`src/rtl/mem_access_unit_if.sv`:
```
// Data-bus bundle between the MEM stage (master) and the data memory / bus bridge (slave).
// Request/ack handshake: the master holds every request field stable until ack.
interface mem_access_unit_if;
    logic        dbus_req_o;
    logic        dbus_we_o;
    logic [31:0] dbus_addr_o;
    logic [3:0]  dbus_be_o;
    logic [31:0] dbus_wdata_o;
    logic        dbus_ack_i;
    logic [31:0] dbus_rdata_i;

    modport master (
        output dbus_req_o, dbus_we_o, dbus_addr_o, dbus_be_o, dbus_wdata_o,
        input  dbus_ack_i, dbus_rdata_i
    );

    modport slave (
        input  dbus_req_o, dbus_we_o, dbus_addr_o, dbus_be_o, dbus_wdata_o,
        output dbus_ack_i, dbus_rdata_i
    );
endinterface

```
`src/rtl/mem_access_unit.sv`:
```
// MiniMIPS32 MEM stage: alignment check, byte-lane bus transaction, load extension.
// Stall = 2 + bus wait cycles per access; misaligned/excepted ops never touch the bus.
module mem_access_unit (
    input  logic                     cpu_clk_50M,
    input  logic                     cpu_rst,
    input  logic                     mem_valid_i,
    input  logic [7:0]               mem_aluop_i,
    input  logic [31:0]              mem_addr_i,
    input  logic [31:0]              mem_din_i,
    input  logic [4:0]               mem_exccode_i,
    input  logic                     flush_i,
    mem_access_unit_if.master        dbus,
    output logic [31:0]              load_data_o,
    output logic                     load_valid_o,
    output logic [4:0]               mem_exccode_o,
    output logic [31:0]              badvaddr_o,
    output logic                     stallreq_mem
);

    localparam logic [7:0] MINIMIPS32_LB  = 8'h90;
    localparam logic [7:0] MINIMIPS32_LBU = 8'h91;
    localparam logic [7:0] MINIMIPS32_LH  = 8'h92;
    localparam logic [7:0] MINIMIPS32_LHU = 8'h93;
    localparam logic [7:0] MINIMIPS32_LW  = 8'h94;
    localparam logic [7:0] MINIMIPS32_SB  = 8'h98;
    localparam logic [7:0] MINIMIPS32_SH  = 8'h99;
    localparam logic [7:0] MINIMIPS32_SW  = 8'h9A;

    localparam logic [4:0] EXC_ADEL = 5'h04;
    localparam logic [4:0] EXC_ADES = 5'h05;
    localparam logic [4:0] EXC_NONE = 5'h10;

    typedef enum logic [1:0] {
        IDLE = 2'd0,
        REQ  = 2'd1,
        DONE = 2'd2
    } state_t;

    state_t      state_q;
    state_t      state_d;

    logic        is_load;
    logic        is_store;
    logic        misalign;
    logic [3:0]  be_c;
    logic [31:0] wdata_c;
    logic        exc_in_none;
    logic        start;

    logic [7:0]  op_q;
    logic [1:0]  lane_q;
    logic        flushed_q;
    logic [7:0]  byte_v;
    logic [15:0] half_v;
    logic [31:0] load_ext;

    // Opcode decode: width-dependent alignment rule, lane mask and replicated store data.
    always_comb begin
        is_load  = 1'b0;
        is_store = 1'b0;
        misalign = 1'b0;
        be_c     = 4'b0000;
        wdata_c  = 32'h0;
        case (mem_aluop_i)
            MINIMIPS32_LB, MINIMIPS32_LBU: begin
                is_load = 1'b1;
                be_c    = 4'b0001 << mem_addr_i[1:0];
            end
            MINIMIPS32_LH, MINIMIPS32_LHU: begin
                is_load  = 1'b1;
                misalign = mem_addr_i[0];
                be_c     = mem_addr_i[1] ? 4'b1100 : 4'b0011;
            end
            MINIMIPS32_LW: begin
                is_load  = 1'b1;
                misalign = |mem_addr_i[1:0];
                be_c     = 4'b1111;
            end
            MINIMIPS32_SB: begin
                is_store = 1'b1;
                be_c     = 4'b0001 << mem_addr_i[1:0];
                wdata_c  = {4{mem_din_i[7:0]}};
            end
            MINIMIPS32_SH: begin
                is_store = 1'b1;
                misalign = mem_addr_i[0];
                be_c     = mem_addr_i[1] ? 4'b1100 : 4'b0011;
                wdata_c  = {2{mem_din_i[15:0]}};
            end
            MINIMIPS32_SW: begin
                is_store = 1'b1;
                misalign = |mem_addr_i[1:0];
                be_c     = 4'b1111;
                wdata_c  = mem_din_i;
            end
            default: ;
        endcase
    end

    assign exc_in_none = (mem_exccode_i == EXC_NONE);
    assign start = mem_valid_i & (is_load | is_store) & exc_in_none & ~misalign & ~flush_i;

    // An exception from an earlier stage outranks the address fault.
    always_comb begin
        mem_exccode_o = mem_exccode_i;
        badvaddr_o    = 32'h0;
        if (exc_in_none && misalign) begin
            mem_exccode_o = is_load ? EXC_ADEL : EXC_ADES;
            badvaddr_o    = mem_addr_i;
        end
    end

    always_ff @(posedge cpu_clk_50M or posedge cpu_rst) begin
        if (cpu_rst) begin
            state_q <= IDLE;
        end else begin
            state_q <= state_d;
        end
    end

    always_comb begin
        state_d = state_q;
        case (state_q)
            IDLE: if (start) state_d = REQ;
            REQ:  if (dbus.dbus_ack_i) state_d = (flush_i | flushed_q) ? IDLE : DONE;
            DONE: state_d = IDLE;
            default: state_d = IDLE;
        endcase
    end

    always_comb begin
        stallreq_mem = 1'b0;
        load_valid_o = 1'b0;
        case (state_q)
            IDLE: stallreq_mem = start;
            REQ:  stallreq_mem = 1'b1;
            DONE: load_valid_o = ~dbus.dbus_we_o;
            default: ;
        endcase
    end

    assign byte_v = dbus.dbus_rdata_i[{lane_q, 3'b000} +: 8];
    assign half_v = lane_q[1] ? dbus.dbus_rdata_i[31:16] : dbus.dbus_rdata_i[15:0];

    always_comb begin
        load_ext = dbus.dbus_rdata_i;
        case (op_q)
            MINIMIPS32_LB:  load_ext = {{24{byte_v[7]}}, byte_v};
            MINIMIPS32_LBU: load_ext = {24'h0, byte_v};
            MINIMIPS32_LH:  load_ext = {{16{half_v[15]}}, half_v};
            MINIMIPS32_LHU: load_ext = {16'h0, half_v};
            default: ;
        endcase
    end

    // Bus fields are captured once at issue and held until the edge that sees ack.
    always_ff @(posedge cpu_clk_50M or posedge cpu_rst) begin
        if (cpu_rst) begin
            dbus.dbus_req_o   <= 1'b0;
            dbus.dbus_we_o    <= 1'b0;
            dbus.dbus_addr_o  <= 32'h0;
            dbus.dbus_be_o    <= 4'b0000;
            dbus.dbus_wdata_o <= 32'h0;
            load_data_o       <= 32'h0;
            op_q              <= 8'h0;
            lane_q            <= 2'b00;
            flushed_q         <= 1'b0;
        end else begin
            case (state_q)
                IDLE: begin
                    if (start) begin
                        dbus.dbus_req_o   <= 1'b1;
                        dbus.dbus_we_o    <= is_store;
                        dbus.dbus_addr_o  <= {mem_addr_i[31:2], 2'b00};
                        dbus.dbus_be_o    <= be_c;
                        dbus.dbus_wdata_o <= wdata_c;
                        op_q              <= mem_aluop_i;
                        lane_q            <= mem_addr_i[1:0];
                        flushed_q         <= 1'b0;
                    end
                end
                REQ: begin
                    if (flush_i) flushed_q <= 1'b1;
                    if (dbus.dbus_ack_i) begin
                        dbus.dbus_req_o <= 1'b0;
                        if (!dbus.dbus_we_o) load_data_o <= load_ext;
                    end
                end
                default: ;
            endcase
        end
    end

endmodule

```
`src/flat_wrapper.sv`:
```
// flat-port wrapper written by rule: the top's interface ports become plain ports
module mem_access_unit_flat 
  (cpu_clk_50M, cpu_rst, mem_valid_i, mem_aluop_i, mem_addr_i, mem_din_i, mem_exccode_i, flush_i, load_data_o, load_valid_o, mem_exccode_o, badvaddr_o, stallreq_mem, dbus_dbus_req_o, dbus_dbus_we_o, dbus_dbus_addr_o, dbus_dbus_be_o, dbus_dbus_wdata_o, dbus_dbus_ack_i, dbus_dbus_rdata_i);
  mem_access_unit_if dbus_i ();
  input  logic cpu_clk_50M;
  input  logic cpu_rst;
  input  logic mem_valid_i;
  input  logic [7:0] mem_aluop_i;
  input  logic [31:0] mem_addr_i;
  input  logic [31:0] mem_din_i;
  input  logic [4:0] mem_exccode_i;
  input  logic flush_i;
  output logic [31:0] load_data_o;
  output logic load_valid_o;
  output logic [4:0] mem_exccode_o;
  output logic [31:0] badvaddr_o;
  output logic stallreq_mem;
  output wire logic [$bits(dbus_i.dbus_req_o)-1:0] dbus_dbus_req_o;
  output wire logic [$bits(dbus_i.dbus_we_o)-1:0] dbus_dbus_we_o;
  output wire logic [$bits(dbus_i.dbus_addr_o)-1:0] dbus_dbus_addr_o;
  output wire logic [$bits(dbus_i.dbus_be_o)-1:0] dbus_dbus_be_o;
  output wire logic [$bits(dbus_i.dbus_wdata_o)-1:0] dbus_dbus_wdata_o;
  input wire logic [$bits(dbus_i.dbus_ack_i)-1:0] dbus_dbus_ack_i;
  input wire logic [$bits(dbus_i.dbus_rdata_i)-1:0] dbus_dbus_rdata_i;
  assign dbus_dbus_req_o = dbus_i.dbus_req_o;
  assign dbus_dbus_we_o = dbus_i.dbus_we_o;
  assign dbus_dbus_addr_o = dbus_i.dbus_addr_o;
  assign dbus_dbus_be_o = dbus_i.dbus_be_o;
  assign dbus_dbus_wdata_o = dbus_i.dbus_wdata_o;
  assign dbus_i.dbus_ack_i = dbus_dbus_ack_i;
  assign dbus_i.dbus_rdata_i = dbus_dbus_rdata_i;
  mem_access_unit u_core (.cpu_clk_50M(cpu_clk_50M), .cpu_rst(cpu_rst), .mem_valid_i(mem_valid_i), .mem_aluop_i(mem_aluop_i), .mem_addr_i(mem_addr_i), .mem_din_i(mem_din_i), .mem_exccode_i(mem_exccode_i), .flush_i(flush_i), .dbus(dbus_i), .load_data_o(load_data_o), .load_valid_o(load_valid_o), .mem_exccode_o(mem_exccode_o), .badvaddr_o(badvaddr_o), .stallreq_mem(stallreq_mem));
endmodule
```
`config.mk`:
```
export PLATFORM = sky130hd
export DESIGN_NAME = mem_access_unit_flat
export DESIGN_NICKNAME = d
export VERILOG_FILES = /design/src/rtl/mem_access_unit_if.sv /design/src/rtl/mem_access_unit.sv /design/src/flat_wrapper.sv
export SDC_FILE = /design/constraint.sdc
export NUM_CORES = 1
export LEC_CHECK = 0
export BUFFER_PORTS_ARGS = -buffer_cell sky130_fd_sc_hd__buf_4
export CAP_MARGIN = 20
export CORE_MARGIN = 1
export CORE_UTILIZATION = 49
export DETAILED_ROUTE_END_ITERATION = 6
export PLACE_DENSITY_LB_ADDON = 0.1
export RECOVER_POWER = 100
export SKIP_CTS_REPAIR_TIMING = 1
export SLEW_MARGIN = 20
export SYNTH_ARGS = -nofsm -noshare
export SYNTH_HDL_FRONTEND = slang
export SYNTH_SLANG_ARGS = --single-unit
export TNS_END_PERCENT = 1
```
`constraint.sdc`:
```
create_clock -name cpu_clk_50M -period 3.8 [get_ports cpu_clk_50M]
set_input_delay 0.57 -clock cpu_clk_50M [delete_from_list [all_inputs] [get_ports cpu_clk_50M]]
set_output_delay 0.57 -clock cpu_clk_50M [all_outputs]
set_load 0.1 [all_outputs]
```
==> results of run 1 <==
through the flow:
stage,total power [mW],cell area [um^2],instances,hold WS [ps]
after floorplan,2.28,6050,576,424
after global placement,2.60,8030,943,439
after detailed placement,2.62,8030,943,444
after CTS,4.18,8610,975,340
after global routing,4.20,8090,975,349
final,4.07,8090,975,356
worst min path at each step:
| stage | cells past startpoint | startpoint | slack (ps) | endpoint |
|---|---|---|---|---|
| 6_report | 2 | flush_i | 360 | u_core.state_q[1] |
| 5_1_grt | 2 | flush_i | 350 | u_core.state_q[1] |
| 4_1_cts | 2 | flush_i | 340 | u_core.state_q[1] |
| 3_5_place_dp | 1 | u_core.op_q[7] | 440 | u_core.op_q[7] |
| 3_3_place_gp | 1 | u_core.op_q[4] | 440 | u_core.op_q[4] |
| 2_1_floorplan | 1 | u_core.op_q[4] | 420 | u_core.op_q[4] |
synthesized netlist by cell type, drive strengths merged, types with 8 or more instances:
library cell / instances
a21oi: 30
a22o: 16
a2bb2oi: 8
and2: 33
and3: 14
buf: 18
clkbuf: 27
dfrtp: 113
inv: 18
mux2: 77
mux2i: 27
nand2: 52
nand4b: 8
nor2: 33
nor2b: 8
o21ai: 27
or2: 13
registers in the layout, summed over array words and instances, names as in the netlist:
name,flops
u_core.op_q,8
u_core.dbus.dbus_we_o,1
u_core.dbus.dbus_req_o,1
u_core.dbus.dbus_be_o,4
u_core.flushed_q,1
u_core.dbus.dbus_addr_o,30
u_core.load_data_o,32
u_core.dbus.dbus_wdata_o,32
u_core.lane_q,2
u_core.state_q,2
kinds of logic after synthesis:
| family | synth area share, % |
|---|---|
| other cells | 0.0620 |
| simple gates | 16.9 |
| compound gates | 11.4 |
| flops | 46.8 |
| buf+inv | 4.78 |
| mux | 20.1 |
power by group through the flow:
| stage | registers, mW | logic (mW) | clock network [mW] |
|---|---|---|---|
| 6_report | 1.36 | 1.16 | 1.56 |
| 3_3_place_gp | 1.37 | 1.23 | 0 |
| 2_1_floorplan | 2.06 | 0.222 | 0 |
| 3_5_place_dp | 1.38 | 1.24 | 0 |
| 4_1_cts | 1.36 | 1.25 | 1.58 |
| 5_1_grt | 1.37 | 1.20 | 1.64 |
per-layer routing:
| layer | track usage (%) | wire length (um) |
|---|---|---|
| met1 | 34.1 | 7270 |
| met2 | 44.9 | 8370 |
| met3 | 6.64 | 1070 |
| met4 | 10.9 | 397 |
| met5 | 0 | 0 |
area by class of cell:
| type | instances | share of cell area (%) |
|---|---|---|
| multi-input combinational | 400 | 35.7 |
| sequential | 113 | 35.0 |
| timing repair buffer | 265 | 19.0 |
| clock buffer | 22 | 5.86 |
| tap | 147 | 2.27 |
| clock inverter | 10 | 1.35 |
| inverter | 18 | 0.836 |
worst reg2reg max path: stages (launching register included):
cell and delay (ps):
dfrtp_1 410, nor3b_1 200, nand4b_1 100, and4b_1 1010
buf_12 360, mux2_2 420
==> impl_metrics.ini, run 1 <==
[critical_path]
crit_start = mem_aluop_i[1]
crit_fanout = 33
cpMostUsedCell = clkbuf_2
worstPathCellList = buf_4, or3b_1, o32a_1, a21oi_2, clkbuf_2, and2_1, clkbuf_2
path_buf_inv = 3
worstSetupPathType = input port to output pin
r2r_cells = 5
reg2reg_slack_ps = 1180
path_depth = 7
cp-endpoint = badvaddr_o[3]
cp_slowest_stage_delay_ps = 450
start_kind = input port
crit_required_ps = 3230
end_kind = output pin
cp.arrival_ps = 2720
slowest_stage = clkbuf_2
rr_startpoint = u_core.state_q[1]
r2r-end = u_core.dbus.dbus_wdata_o[9]
crit_family = buffers and inverters

[placement]
dpl.hpwl_mm = 12.4
pre_cts_slack_ps = 849
routabilityCongestion = 0.847
numPortBuffers = 252

[power]
pwr-share-comb_pct = 28.4
irDropWorstVdd_v = 0.000305
p_leak_nw = 3.94
p_sw_mw = 1.56
switching_share_pct = 38.2
p_clk_share_pct = 38.3
p_int_mw = 2.51
power_frac_seq_pct = 33.3
cellPowerDensity_mw_per_mm2 = 503

[logic_synthesis]
synthesis.instances = 575
synth_ff_type = dfrtp_1
yosys.area.top_type = dfrtp_1
synth_top_area_share_pct = 46.8
synth_seq_cells = 113
syn_area_mm2 = 0.00605
synth_edf_count = 0
postSynthAreaPerCell_um2 = 10.5
ys_warn_count = 0
async_flop_share_pct = 100
netlist_top_cells_area = dfrtp_1, mux2_2, mux2i_1
ys_types = 54
ys_seq_area_share_pct = 46.8

[clock_network]
h-tree-depth = 4
clock_latency_ps = 410
clock-sinks = 113
cts_tree = built
cts-root-buf = clkbuf_16
clockBufferDepth = 2
cts_buffers = 17
path_clk_slew_ps = 50

[floorplanning]
num_io_pins = 255
core_mm2 = 0.0120
die-area_mm2 = 0.0128
rows = 40
start_util_pct = 50.3
die_x_um = 113
die_y_um = 113

[global_routing]
grt_overflow_total = 0
grt_pass1_vias = 5266
antenna_found_initial = 0
grtUsageTotal_pct = 27.1
grt_pass1_wl_mm = 26.7
grt_max_degree = 69

[sta]
fin_worst_skew_ps = 6.11
worst_slew_pin_slew_ps = 2630
tns_ps = 0
post-route-period-util_pct = 86.6
hold_viol = 0
timing.final.ws_setup_ps = 508
fmax_mhz = 304
slew-limit-headroom_pct = -75.6
fin_crit_ps = 3290
drv_slew = 69
setup_viol = 0
grt_setup_unrepaired = false

[cells_and_area]
fillCellCount = 1058
layout.cells.most_common = buf_4
drive_gt1_share_pct = 31.6
multi_input_area_mm2 = 0.00289
area_growth_pct = 33.8
antenna_cells = 0
nets = 929
seqCellArea_mm2 = 0.00283
finish.utilization_pct = 67.3
most-common-layout-cells = buf_4, dfrtp_1, clkbuf_1

[status]
failed_checks = capacitance limit, slew limit
status = finished, violations left

[min_path]
hp-class = input port to flop

[detailed_routing]
detail-route-antenna-nets = 0
totalWireLength_mm = 17.1
vias_per_cell = 5.50
drt_iter0_drc = 373
wl_per_cell_um = 17.6
dr.pass1.iters = 5
drc = 0
via_count = 5365

[flow_run]
maxCapViolCount = 1
Note: power is estimated with default switching activity, not from simulation.
==> inputs of run 2 (changes only) <==
--- a/config.mk
+++ b/config.mk
@@ -7,8 +7,10 @@
 export LEC_CHECK = 0
 export BUFFER_PORTS_ARGS = -buffer_cell sky130_fd_sc_hd__buf_4
 export CAP_MARGIN = 20
+export CELL_PAD_IN_SITES_DETAIL_PLACEMENT = 1
+export CELL_PAD_IN_SITES_GLOBAL_PLACEMENT = 2
 export CORE_MARGIN = 1
-export CORE_UTILIZATION = 49
+export CORE_UTILIZATION = 29
 export DETAILED_ROUTE_END_ITERATION = 6
 export PLACE_DENSITY_LB_ADDON = 0.1
 export RECOVER_POWER = 100
==> run 2 against run 1 <==
  * Fmax up 1.1%
  * Final cell count up 12%
  * Critical endpoint is now badvaddr_o[31]
  * Flip-flop and latch count unchanged
  * The run still ends with capacitance limit, slew limit left
  * Sequential power about the same
  * Clock-buffer cell count up 1
  * Register-to-register slack worse by 180 ps
  * First-iteration DRC count down 59%
==> impl_metrics.ini, run 2 (synthesis results as in run 1) <==
[critical_path]
crit_start = mem_aluop_i[1]
crit_fanout = 35
r2r-end = u_core.dbus.dbus_addr_o[15]
start_kind = input port
crit_required_ps = 3230
cp.arrival_ps = 2690
rr_startpoint = u_core.state_q[1]
reg2reg_slack_ps = 1000
r2r_cells = 5
worstSetupPathType = input port to output pin
end_kind = output pin

[detailed_routing]
drc = 0
vias_per_cell = 4.87
detail-route-antenna-nets = 0
totalWireLength_mm = 20.1
drt_iter0_drc = 154
via_count = 5331
dr.pass1.iters = 5
wl_per_cell_um = 18.4

[floorplanning]
start_util_pct = 29.7
core_mm2 = 0.0204
die_y_um = 146
num_io_pins = 255
die_x_um = 146
rows = 52
die-area_mm2 = 0.0214

[clock_network]
cts_buffers = 17
path_clk_slew_ps = 50
h-tree-depth = 4
clock-sinks = 113
cts_tree = built
cts-root-buf = clkbuf_16
clockBufferDepth = 2
clock_latency_ps = 400

[cells_and_area]
drive_gt1_share_pct = 31.9
nets = 928
finish.utilization_pct = 40.6
area_growth_pct = 36.8
most-common-layout-cells = buf_4, dfrtp_1, clkbuf_1
instances_no_fill = 1094
reg.largest.list = u_core.dbus.dbus_wdata_o (32), u_core.load_data_o (32), u_core.dbus.dbus_addr_o (30)
layout.cells.most_common = buf_4
antenna_cells = 0

[power]
irDropWorstVdd_v = 0.000279
total_power_mw = 4.06
p_leak_nw = 3.94
cellPowerDensity_mw_per_mm2 = 491

[sta]
tns_ps = 0
fin_crit_ps = 3260
setup_viol = 0
fin_worst_skew_ps = 8.71
hold_viol = 0
slew-limit-headroom_pct = -23.2
drv_slew = 40
grt_setup_unrepaired = false
post-route-period-util_pct = 85.7
worst_slew_pin_slew_ps = 1840
fmax_mhz = 307

[placement]
routabilityCongestion = 0.757
dp.cells = 1065
numPortBuffers = 252
dpl.hpwl_mm = 14.8

[min_path]
holdPathStages = 2
hp-class = input port to flop
hp-start = flush_i
holdPathEnd = u_core.state_q[1]

[global_routing]
grt_overflow_total = 0
grt_pass1_wl_mm = 32.2
grtUsageTotal_pct = 19.3
grt_pass1_vias = 5757
grt_max_degree = 53
antenna_found_initial = 0

[status]
status = finished, violations left
failed_checks = capacitance limit, slew limit

[flow_run]
maxCapViolCount = 1
## run 2: cell count changes in the layout (fill, tap and decap cells not counted), moves of 2 or more
cell      before  now
clkbuf_1     109  107
clkinv_2       5    3
clkbuf_2      26    9
buf_4        129  148
## run 2: worst max-delay path, stage by stage
cell and delay, ps:
buf_4 280, or3b_1 380, o32a_1 230, a21oi_2 120, clkbuf_2 430, and2_1 200
clkbuf_2 450
## run 2: per-layer routing
layer	up-vias	track usage, %	routed length, um
li1	2495	-	-
met1	2657	24.6	8930
met2	164	31.9	9730
met3	15	5.56	1270
met4	0	4.79	203
met5	-	0	0
## run 2: power breakdown
group          switching [mW]  internal (mW)  leakage [nW]
registers              0.0537           1.30          1.44
logic                   0.960          0.202          2.23
clock network           0.542           1.00         0.275
## run 2: cell type report
| cell class | instances | area, um^2 |
|---|---|---|
| fillers | 2350 | 12100 |
| repair buffers | 264 | 1580 |
| clock inverters | 6 | 82.6 |
| flip-flops and latches | 113 | 2830 |
| inverters | 18 | 68.8 |
| multi-input cells | 400 | 2900 |
| well taps | 270 | 338 |
| clock buffers | 23 | 478 |
## run 2: through the flow
stage | hold WS (ps) | setup WS [ps] | cell area, um^2
4_1_cts | 211 | 854 | 8740
3_5_place_dp | 446 | 825 | 8180
5_1_grt | 346 | 364 | 8270
6_report | 356 | 543 | 8270
3_3_place_gp | 439 | 899 | 8170
2_1_floorplan | 424 | 111 | 6050
## run 2: worst max-delay path by stage
stage | cells after the start | endpoint | slack (ps)
after global routing | 7 | badvaddr_o[1] | 360
after global placement | 6 | u_core.dbus.dbus_addr_o[13] | 900
after detailed placement | 6 | u_core.dbus.dbus_addr_o[12] | 830
after floorplan | 1 | load_valid_o | 110
after CTS | 7 | badvaddr_o[18] | 850
final | 7 | badvaddr_o[31] | 540
